**config.mk**
```make
export PLATFORM = sky130hd
export DESIGN_NAME = mac_dot_product_flat
export DESIGN_NICKNAME = d
export VERILOG_FILES = /design/src/rtl/mac_dot_product_pkg.sv /design/src/rtl/mac_dot_product_if.sv /design/src/rtl/mac_dot_product_multip_adder.sv /design/src/rtl/mac_dot_product.sv /design/src/flat_wrapper.sv
export SDC_FILE = /design/constraint.sdc
export NUM_CORES = 1
export LEC_CHECK = 0
export ABC_AREA = 1
export BUFFER_PORTS_ARGS = -buffer_cell sky130_fd_sc_hd__buf_2
export CORE_UTILIZATION = 45
export CTS_BUF_LIST = sky130_fd_sc_hd__clkbuf_2 sky130_fd_sc_hd__clkbuf_4 sky130_fd_sc_hd__clkbuf_8
export DETAILED_ROUTE_END_ITERATION = 8
export PLACE_DENSITY_LB_ADDON = 0.15
export SLEW_MARGIN = 20
export SYNTH_ARGS = -nofsm -noshare
export SYNTH_HDL_FRONTEND = slang
export SYNTH_SLANG_ARGS = --single-unit
```
**constraint.sdc**
```tcl
create_clock -name clk -period 5.3 [get_ports clk]
set_clock_uncertainty 0.15 [all_clocks]
set_input_delay 0.265 -clock clk [delete_from_list [all_inputs] [get_ports clk]]
set_output_delay 0.265 -clock clk [all_outputs]
set_load 0.01 [all_outputs]
```
**src/rtl/mac_dot_product_pkg.sv**
```systemverilog
// Shared types and elaboration-time helpers for the dot-product engine:
// state encoding, accumulator width rule and counter sizing.
package mac_dot_product_pkg;

  typedef enum logic {
    ST_ACCUM = 1'b0,
    ST_HOLD  = 1'b1
  } state_e;

  // Accumulator/result width: BITWIDTH, or doubled when the scale flag is set.
  function automatic int acc_width(input int bitwidth, input int is_double);
    return bitwidth * (is_double + 1);
  endfunction

  // Ceiling log2 with a floor of 1 bit, so VEC_LEN=1 still gets a counter.
  function automatic int clog2_min1(input int n);
    int r;
    r = 0;
    while ((1 << r) < n) r = r + 1;
    return (r < 1) ? 1 : r;
  endfunction

endpackage

```
**src/rtl/mac_dot_product_if.sv**
```systemverilog
// Operand-in / result-out handshake bundle of the dot-product engine.
interface mac_dot_product_if #(
  parameter int BITWIDTH = 8,
  parameter int ACC_W    = 8
);
  logic                       in_valid;
  logic                       in_ready;
  logic signed [BITWIDTH-1:0] in_a;
  logic signed [BITWIDTH-1:0] in_b;
  logic                       out_valid;
  logic                       out_ready;
  logic signed [ACC_W-1:0]    out_data;
  logic                       busy;

  modport master (
    output in_valid, in_a, in_b, out_ready,
    input  in_ready, out_valid, out_data, busy
  );

  modport slave (
    input  in_valid, in_a, in_b, out_ready,
    output in_ready, out_valid, out_data, busy
  );
endinterface

```
**src/rtl/mac_dot_product_multip_adder.sv**
```systemverilog
// Combinational signed multiply-add, a*b + c, wrapping modulo 2^ACC_W.
module multip_adder
  import mac_dot_product_pkg::*;
#(
  parameter int BITWIDTH                 = 8,
  parameter int IS_BITWIDTH_DOUBLE_SCALE = 0
) (
  input  logic signed [BITWIDTH-1:0]                                        in_a,
  input  logic signed [BITWIDTH-1:0]                                        in_b,
  input  logic signed [acc_width(BITWIDTH, IS_BITWIDTH_DOUBLE_SCALE)-1:0]   in_c,
  output logic signed [acc_width(BITWIDTH, IS_BITWIDTH_DOUBLE_SCALE)-1:0]   out_sum
);
  localparam int ACC_W = acc_width(BITWIDTH, IS_BITWIDTH_DOUBLE_SCALE);

  logic signed [ACC_W-1:0] w_a_ext;
  logic signed [ACC_W-1:0] w_b_ext;
  logic signed [ACC_W-1:0] w_prod;

  // Sign-extend first so the product is formed directly at ACC_W and wraps there.
  assign w_a_ext = ACC_W'(in_a);
  assign w_b_ext = ACC_W'(in_b);
  assign w_prod  = w_a_ext * w_b_ext;
  assign out_sum = w_prod + in_c;

endmodule

```
**src/rtl/mac_dot_product.sv**
```systemverilog
// Sequential dot-product engine: accumulates VEC_LEN operand pairs through
// one multip_adder, then holds the scalar result until it is consumed.
module mac_dot_product
  import mac_dot_product_pkg::*;
#(
  parameter int BITWIDTH                 = 8,
  parameter int IS_BITWIDTH_DOUBLE_SCALE = 0,
  parameter int VEC_LEN                  = 4
) (
  input  logic              clk,
  input  logic              rst,
  mac_dot_product_if.slave  bus
);
  localparam int ACC_W = acc_width(BITWIDTH, IS_BITWIDTH_DOUBLE_SCALE);
  localparam int CNT_W = clog2_min1(VEC_LEN);
  localparam logic [CNT_W-1:0] LAST_IDX = CNT_W'(VEC_LEN - 1);

  state_e                  r_state;
  state_e                  w_state_nxt;
  logic [CNT_W-1:0]        r_count;
  logic [CNT_W-1:0]        w_count_nxt;
  logic signed [ACC_W-1:0] r_acc;
  logic signed [ACC_W-1:0] w_acc_nxt;
  logic signed [ACC_W-1:0] r_out_data;
  logic signed [ACC_W-1:0] w_out_data_nxt;
  logic                    r_out_valid;
  logic                    w_out_valid_nxt;
  logic signed [ACC_W-1:0] w_mac;
  logic                    w_in_ready;
  logic                    w_in_hs;
  logic                    w_out_hs;

  multip_adder #(
    .BITWIDTH                (BITWIDTH),
    .IS_BITWIDTH_DOUBLE_SCALE(IS_BITWIDTH_DOUBLE_SCALE)
  ) u_multip_adder (
    .in_a   (bus.in_a),
    .in_b   (bus.in_b),
    .in_c   (r_acc),
    .out_sum(w_mac)
  );

  // Ready depends on state alone, so there is no in_valid -> in_ready path.
  assign w_in_ready = (r_state == ST_ACCUM);
  assign w_in_hs    = bus.in_valid & w_in_ready;
  assign w_out_hs   = r_out_valid & bus.out_ready;

  // Next-state, accumulator, counter and result-register update.
  always_comb begin
    w_state_nxt     = r_state;
    w_count_nxt     = r_count;
    w_acc_nxt       = r_acc;
    w_out_data_nxt  = r_out_data;
    w_out_valid_nxt = r_out_valid;
    case (r_state)
      ST_ACCUM: begin
        if (w_in_hs) begin
          if (r_count == LAST_IDX) begin
            w_out_data_nxt  = w_mac;
            w_out_valid_nxt = 1'b1;
            w_acc_nxt       = '0;
            w_count_nxt     = '0;
            w_state_nxt     = ST_HOLD;
          end else begin
            w_acc_nxt   = w_mac;
            w_count_nxt = r_count + CNT_W'(1);
          end
        end else begin
          w_state_nxt = ST_ACCUM;
        end
      end
      ST_HOLD: begin
        if (w_out_hs) begin
          w_out_valid_nxt = 1'b0;
          w_state_nxt     = ST_ACCUM;
        end else begin
          w_state_nxt = ST_HOLD;
        end
      end
      default: begin
        w_state_nxt = ST_ACCUM;
      end
    endcase
  end

  // State and datapath registers; rst drops any partial sum or pending result.
  always_ff @(posedge clk) begin
    if (rst) begin
      r_state     <= ST_ACCUM;
      r_count     <= '0;
      r_acc       <= '0;
      r_out_data  <= '0;
      r_out_valid <= 1'b0;
    end else begin
      r_state     <= w_state_nxt;
      r_count     <= w_count_nxt;
      r_acc       <= w_acc_nxt;
      r_out_data  <= w_out_data_nxt;
      r_out_valid <= w_out_valid_nxt;
    end
  end

  assign bus.in_ready  = w_in_ready;
  assign bus.out_valid = r_out_valid;
  assign bus.out_data  = r_out_data;
  assign bus.busy      = (r_count != '0) | r_out_valid;

endmodule

```
**src/flat_wrapper.sv**
```systemverilog
// flat-port wrapper written by rule: the top's interface ports become plain ports
module mac_dot_product_flat import mac_dot_product_pkg::*;
#(
  parameter int BITWIDTH                 = 8,
  parameter int IS_BITWIDTH_DOUBLE_SCALE = 0,
  parameter int VEC_LEN                  = 4
)
  (clk, rst, bus_in_valid, bus_in_a, bus_in_b, bus_out_ready, bus_in_ready, bus_out_valid, bus_out_data, bus_busy);
  mac_dot_product_if #(.BITWIDTH(BITWIDTH), .ACC_W(8)) bus_i ();
  input  logic clk;
  input  logic rst;
  input wire logic [$bits(bus_i.in_valid)-1:0] bus_in_valid;
  input wire logic [$bits(bus_i.in_a)-1:0] bus_in_a;
  input wire logic [$bits(bus_i.in_b)-1:0] bus_in_b;
  input wire logic [$bits(bus_i.out_ready)-1:0] bus_out_ready;
  output wire logic [$bits(bus_i.in_ready)-1:0] bus_in_ready;
  output wire logic [$bits(bus_i.out_valid)-1:0] bus_out_valid;
  output wire logic [$bits(bus_i.out_data)-1:0] bus_out_data;
  output wire logic [$bits(bus_i.busy)-1:0] bus_busy;
  assign bus_i.in_valid = bus_in_valid;
  assign bus_i.in_a = bus_in_a;
  assign bus_i.in_b = bus_in_b;
  assign bus_i.out_ready = bus_out_ready;
  assign bus_in_ready = bus_i.in_ready;
  assign bus_out_valid = bus_i.out_valid;
  assign bus_out_data = bus_i.out_data;
  assign bus_busy = bus_i.busy;
  mac_dot_product #(.BITWIDTH(BITWIDTH), .IS_BITWIDTH_DOUBLE_SCALE(IS_BITWIDTH_DOUBLE_SCALE), .VEC_LEN(VEC_LEN)) u_core (.clk(clk), .rst(rst), .bus(bus_i));
endmodule
```
==> results summary, run 1 <==
The area inside the core boundary is roughly 4400 µm². The number of warnings printed during yosys synthesis is 0. The number of antenna violations at the first check in global routing came out at 0. The worst slack at placement came out at between 0.9 and 1 ns. The final setup TNS is 0 ns. The sink count of the clock tree came out at 20.

In this run the worst hold path is classified as primary input to register. The worst setup path is captured at a register. The overall via count from detail_route is 1765. After floorplanning, the core was divided into 24 placement rows. The pin count of the biggest net entering global routing came out at 18. The post-synthesis net count is about 360. The combined area of all synthesized cells came out at around 2100 µm². The count of buffering cells on the critical path with inverters included came out at 5. The antenna violation net count after detailed routing came out at 0.

The run finished with clean final reports. At the worst endpoint, the arrival time is ~4.3 ns. By startpoint and endpoint, the worst setup path is classified as register to register. The number of max-capacitance violations reported came out at 0. Across every metal layer, demand over resource in global routing totals between 10% and 20%. The maximum number of buffers from clock root to sink came out at 2. Walking the worst path, the cells encountered are inv_1, fa_1, inv_1, fa_1, inv_1, fa_1, inv_1, fa_1, ha_1, ha_1, a21oi_1, nand2_1, xor2_1, inv_1, nand3_1, nand2_1, nand2_1, nand3_2, a21oi_2. Synthesis produced between 200 and 300 cells. The total count of hold-check failures in the final report is 0. The first global-routing pass estimated 7670 µm of wire. Setup violations remaining at the end of the flow were counted as 0. The synthesized design contains 20 register bits. Clock tree synthesis selected as its root buffer the cell sky130_fd_sc_hd__clkbuf_8. Buffers added to address setup during post-CTS repair amount to 0. The number of gates resized after CTS was 0. The remaining global-route overflow is 0. From synthesis to final layout, the design area changed by 10.2%.

The category of cells accounting for the largest share of critical-path delay is adder cells. The slowest stage of the critical path belongs to the cell sky130_fd_sc_hd__fa_1. The horizontal extent of the die came out at about 70 µm. The clock tree from TritonCTS is built. The biggest fanout along the worst timing path is 3. The fmax came out at approximately 230 MHz. Leaving out fill and tap cells, the most frequent cells in the layout are sky130_fd_sc_hd__nand2_1, sky130_fd_sc_hd__inv_1, sky130_fd_sc_hd__buf_2. After layout, the minimum clock period comes to 4.27 ns. The worst-case setup margin in the final layout came out at between 1 and 1.5 ns. The per-cell routed wire length is between 10 and 15 µm. The most numerous cell type found on the critical path is sky130_fd_sc_hd__inv_1.

The leakage power summed over all cells is ~1.4 nW. The count of buffers inserted at the top-level ports is 30. The relative slew slack is 66.9%. The number of distinct standard cells referenced by the synthesized netlist is 22. The number of filler instances in the final layout is 448. The latest clock arrival within the worst-skew pair is roughly 0.26 ns. At the worst endpoint, the required time is between 5 and 6 ns. The worst-margin pin slew is 0.495 ns. The top-level I/O count is 31. The half-perimeter wire length of the detailed placement result is about 3600 µm. After layout, the worst path uses approximately 80% of the clock period. The number of hold buffers added after CTS is 0. The final layout contains between 300 and 400 nets. Setup repair after global routing left no endpoint under its margin. In this run the number of H-tree levels came out at 1.

A synthesized cell averages around 7 µm². The max-slew violation count was 0. The antenna diode count came out at 0. The type of element launching the critical path is a register. The post-detailed-route via-to-cell ratio came out at between 4 and 5. The largest voltage drop on the vdd net is 0.208 mV.

The first routing iteration left between 50 and 60 violations. The placer congestion estimate came out at a little over 0.8. The layout cell share with drive strength beyond 1 came out at 16.0%. The share of the yosys chip area belonging to registers is 19.2%. Clock-pin slew was measured on the worst setup and hold paths at approximately 0.08 ns. The total DRC errors in the routed layout came out at 0. Power spread over the standard cell area amounts to 353 nW/µm².

The aggregate routed wire length came out at 4190 µm. The starting density of the core came out at between 40% and 50%. The detailed-routing iteration count for the pre-antenna-repair pass is 4. The via count of the first global-routing pass came out at between 1500 and 2000. The CTS buffer count came out at 3. The leading cell type in the layout, fill and taps excluded is sky130_fd_sc_hd__nand2_1.

The chip height is ~70 µm. The floorplan die area is about 5000 µm². On the worst path, the slowest cell contributes a delay of 0.53 ns.
worst register-to-register path: cells and delay by family, from the launching register on:
kind / cells / cell delay (ns)
compound gates: 2 / 0.28
flops: 1 / 0.33
fa+ha+maj: 6 / 2.60
simple gates: 5 / 0.40
buf+inv: 5 / 0.27
xor+xnor: 1 / 0.17
final timing paths:
path,cells after the start,end,from,slack [ns]
worst min-delay path,4,u_core.r_state,bus_out_ready,0.21
worst max-delay path,19,u_core.r_acc[7],u_core.r_acc[6],1.03
worst min register to register,2,u_core.bus.out_data[0],u_core.bus.out_data[0],0.31
worst max register to register,19,u_core.r_acc[7],u_core.r_acc[6],1.03
synth_stat cells:
| library cell | count | share of area (%) |
|---|---|---|
| sky130_fd_sc_hd__nand3_1 | 6 | 1.4 |
| sky130_fd_sc_hd__buf_6 | 2 | 1.1 |
| sky130_fd_sc_hd__inv_1 | 67 | 12 |
| sky130_fd_sc_hd__fa_1 | 18 | 17 |
| sky130_fd_sc_hd__a21oi_2 | 2 | 0.84 |
| sky130_fd_sc_hd__nand4_1 | 1 | 0.30 |
| sky130_fd_sc_hd__nand3_2 | 2 | 0.96 |
| sky130_fd_sc_hd__o21ai_0 | 6 | 1.4 |
| sky130_fd_sc_hd__xnor2_1 | 1 | 0.42 |
| sky130_fd_sc_hd__nand3b_1 | 2 | 0.72 |
| sky130_fd_sc_hd__buf_4 | 3 | 1.1 |
| sky130_fd_sc_hd__dfxtp_1 | 20 | 19 |
| sky130_fd_sc_hd__nand2_2 | 8 | 2.4 |
| sky130_fd_sc_hd__inv_2 | 5 | 0.90 |
| sky130_fd_sc_hd__clkinv_1 | 3 | 0.54 |
| sky130_fd_sc_hd__clkbuf_8 | 1 | 0.66 |
| sky130_fd_sc_hd__nand2_1 | 106 | 19 |
| sky130_fd_sc_hd__or2_1 | 1 | 0.30 |
| sky130_fd_sc_hd__ha_1 | 22 | 13 |
| sky130_fd_sc_hd__nor2_4 | 1 | 0.54 |
| sky130_fd_sc_hd__a21oi_1 | 19 | 4.6 |
| sky130_fd_sc_hd__xor2_1 | 2 | 0.84 |
report_power, final:
group	internal, mW	switching, mW	leakage, nW
clock network	0.0662	0.0527	0.0288
registers	0.171	0.0132	0.163
logic	0.203	0.304	1.17
per-layer routing:
layer | part of all wire (%) | track usage (%)
met5 | 0 | 0
met4 | 1.0 | 4.44
met1 | 51 | 28.5
met3 | 4.3 | 3.32
met2 | 43 | 30.2
cell families after synthesis:
kind of cell | Yosys count | share of synthesized area (%)
AO/OA/AOI/OAI | 27 | 6.85
XOR/XNOR | 3 | 1.26
adder cells (fa/ha/maj) | 40 | 30.5
buffers and inverters | 81 | 16.3
flip-flops | 20 | 19.2
AND/OR/NAND/NOR | 127 | 25.8
through the flow:
stage	util (%)	std cells	power [mW]	cell area [µm²]	hold slack (ns)
floorplan	-	298	0.578	2080	0.291
global placement	50.7	374	0.692	2240	0.302
detailed placement	50.7	374	0.699	2240	0.304
CTS	52.0	378	0.820	2290	0.205
global route	52.0	378	0.907	2290	0.234
finish	52.0	378	0.809	2290	0.206
final cells by class:
| type | instances | area (µm²) | area share (%) |
|---|---|---|---|
| tap | 52 | 65.1 | 2.84 |
| timing repair buffer | 30 | 150 | 6.55 |
| inverter | 75 | 282 | 12.3 |
| sequential | 20 | 400 | 17.5 |
| multi-input combinational | 197 | 1340 | 58.5 |
| clock buffer | 4 | 55.1 | 2.40 |
registers in the layout, indices dropped and copies added (netlist names):
register / flops
u_core.bus.out_data: 8
u_core.r_acc: 8
u_core.r_count: 2
u_core.bus.out_valid: 1
u_core.r_state: 1
(Power assumes the default switching activity.)
==> inputs of run 2 (changes only) <==
==> constraint.sdc (replaced) <==
create_clock -name clk -period 4.3 [get_ports clk]
set_clock_uncertainty 0.15 [all_clocks]
set_input_delay 0.215 -clock clk [delete_from_list [all_inputs] [get_ports clk]]
set_output_delay 0.215 -clock clk [all_outputs]
set_load 0.01 [all_outputs]
==> results summary, run 2 (synthesis results as in run 1) <==
The run finished with clean final reports. The tool flagged a number of max-cap violations equal to 0. Setup slack closes at approximately 0.25 ns. The post-route cell area is approximately 2300 µm². In this run the standard cell core region covers approximately 4400 µm². The post-route total power is 1.07 mW. The cell area power density came out at approximately 460 nW/µm². The wire length of the first global-routing pass is 7130 µm. The top routing layer in use is met4. The area of the multi-input gates is between 1000 and 1500 µm². Setup repair after global routing left no endpoint under its margin.

The combinational fraction of design power came out at about 65%. The horizontal extent of the die came out at ~70 µm. The half-perimeter wire length of the detailed placement result is around 3300 µm. The via count of the first global-routing pass was 1596. The total placed cells including tap cells is ~380. The sink count of the clock tree came out at 20. The routed length on met2 came out at around 1700 µm.

The path with the worst hold slack has its endpoint at u_core.bus.out_valid. The startpoint-to-endpoint class of the critical path is register to register. The leakage power summed over all cells came out at 1.37 nW. TritonCTS built the clock tree. The overall via count from detail_route came out at ~1800. At the end of routability-driven placement, the weighted congestion stood at between 0.7 and 0.8. The total DRC errors in the routed layout came out at 0.

The number of placement rows is 24. The slowest stage of the critical path belongs to the cell sky130_fd_sc_hd__fa_1. The cell repeated most along the worst path is sky130_fd_sc_hd__inv_1. The hold-critical path depth came out at 4.

The number of antenna violations at the first check in global routing came to 0. The cell area after placement is roughly 2300 µm². The number of filler instances in the final layout came out at between 400 and 500. In this run the number of H-tree levels came out at 1. The worst hold slack came out at between 0.15 and 0.2 ns. In the layout the commonest cells are sky130_fd_sc_hd__nand2_1, sky130_fd_sc_hd__inv_1, sky130_fd_sc_hd__buf_2. The number of hold buffers added after CTS is 0. The data required time at the worst endpoint came out at about 4.3 ns. The detailed router put a total of between 2000 and 2500 µm of wire on met1. The arrival time of the worst setup path came out at a little over 4 ns. The number of setup violations in the final report came out at 0. The pin count of the biggest net entering global routing is 18. The finished layout holds 380 standard cells, fillers aside. The worst register-to-register path ends at u_core.r_acc[7]. The smallest clock period supported by the final layout is computed as approximately 4 ns. The area occupied by registers came out at about 400 µm². For this run, the detailed router's first-pass iteration total came to 4. Traced cell by cell, the critical path runs through inv_1, fa_1, inv_1, fa_1, inv_1, fa_1, inv_1, fa_1, ha_4, ha_4, a21oi_1, nand2_1, xor2_1, inv_1, nand3_1, nand2_1, inv_1, nand2_2, nand3_2, a21oi_2. The post-CTS setup buffer count came out at 0. The worst slack at placement came out at between 0.04 and 0.05 ns.

The floorplan die area came out at 4900 µm². The antenna diode count came out at 0. Clock tree synthesis selected as its root buffer the cell sky130_fd_sc_hd__clkbuf_8. The max-slew violation count came to 0. For the worst-skew pair, the clock arrives at the later sink with an insertion delay of about 0.26 ns. STA classifies the critical path startpoint as a register. The total count of hold-check failures in the final report was 0. Once the floorplan was initialized, standard cells occupied a little under half of the core. The layout cell share with drive strength beyond 1 is 18.0%. In the finished design, the share of the clock period the worst path needs comes to approximately 94%.

The net count reported at finish is between 300 and 400. The worst-case reg-to-reg path depth came out at 20. The internal portion of the total power is 0.594 mW. The chip height is 70.0 µm. After clock tree synthesis, the clock-pin slew on the worst setup and hold paths is about 0.07 ns. The total global-route track usage came out at between 10% and 20%. In this run the critical register-to-register path is launched from u_core.r_acc[6].

In this run the remaining antenna-violating nets after routing total 0. During I/O placement, the number of pins put on the boundary was 31. Cells fill 53.0% of the core in the end. The worst setup path is captured at a register. For the pin with the worst max-slew slack, the measured transition is slightly above 0.5 ns. The setup slack of the worst register-to-register path came out at ~0.25 ns. The detailed router's first-iteration violation count is 66. The library cell used most frequently in the layout, excluding fill and tap cells, is sky130_fd_sc_hd__nand2_1.

The routed wire length on met3 is 99 µm. The CTS buffer count came out at 3. The post-detailed-route via-to-cell ratio is ~4.6. The relative slew slack is 65.6%. Of all nets on the critical path, the largest fanout is 3. Dividing the detail-routed wire length by the instance count gives between 10 and 15 µm. The sequential share of power is between 20% and 30%. The switching power as a share of total power came out at ~44%.

The fmax came out at 247 MHz. The aggregate routed wire length came out at just over 4000 µm. The final setup TNS came out at 0 ns. The maximum number of buffers from clock root to sink came out at 2. The switching power of the nets came out at approximately 0.48 mW. The remaining global-route overflow came out at 0. The path class of the tightest hold or removal check is primary input to register. Of the total power, the clock network draws between 10 and 15%. During placement, the flow inserted port buffers numbering 30. The largest stage delay on the critical path came out at 0.49 ns. The worst hold path begins at bus_out_ready. The layout-stage area growth over the synthesis result came out at 12.4%.

The largest voltage drop on the vdd net is 0.287 mV.
-- run 2: layer usage --
metal / up-vias / GRT usage, %
li1: 940 / -
met3: 2 / 3.03
met5: - / 0
met1: 796 / 28.1
met4: 0 / 2.00
met2: 16 / 27.5
-- run 2: how the worst max path moves through the flow --
| stage | slack, ns | end | from |
|---|---|---|---|
| finish | 0.25 | u_core.r_acc[7] | u_core.r_acc[6] |
| global route | 0.05 | u_core.r_acc[7] | u_core.r_acc[6] |
| CTS | 0.05 | u_core.r_acc[7] | u_core.r_acc[6] |
| detailed placement | 0.04 | u_core.bus.out_data[7] | bus_in_b[1] |
| global placement | 0.1 | u_core.bus.out_data[7] | bus_in_b[1] |
| floorplan | 0.20 | u_core.bus.out_data[7] | bus_in_b[1] |
-- run 2: critical path: cells and delay by family, from the launching register on --
family | cells | cell delay (ns)
adder cells (fa/ha/maj) | 6 | 2.42
AND/OR/NAND/NOR | 5 | 0.35
buffers and inverters | 6 | 0.33
flip-flops | 1 | 0.32
XOR/XNOR | 1 | 0.19
AO/OA/AOI/OAI | 2 | 0.17
-- run 2: power groups by stage --
| stage | combinational, mW | clock [mW] | sequential (mW) |
|---|---|---|---|
| CTS | 0.621 | 0.148 | 0.228 |
| detailed placement | 0.616 | 0 | 0.232 |
| global placement | 0.615 | 0 | 0.232 |
| global route | 0.800 | 0.158 | 0.231 |
| floorplan | 0.485 | 0 | 0.228 |
| finish | 0.694 | 0.146 | 0.228 |
-- run 2: cell type report --
| class | instances | share of cell area, % |
|---|---|---|
| inverter | 75 | 12.0 |
| tap | 52 | 2.78 |
| timing repair buffer | 32 | 7.06 |
| clock buffer | 4 | 2.35 |
| multi-input combinational | 197 | 58.6 |
| sequential | 20 | 17.2 |
-- run 2: what timing repair did --
action | in CTS | in global routing
endpoints found under the hold margin | 0 | 0
gates resized for setup | 0 | 5
endpoints found under the setup margin | 0 | 2
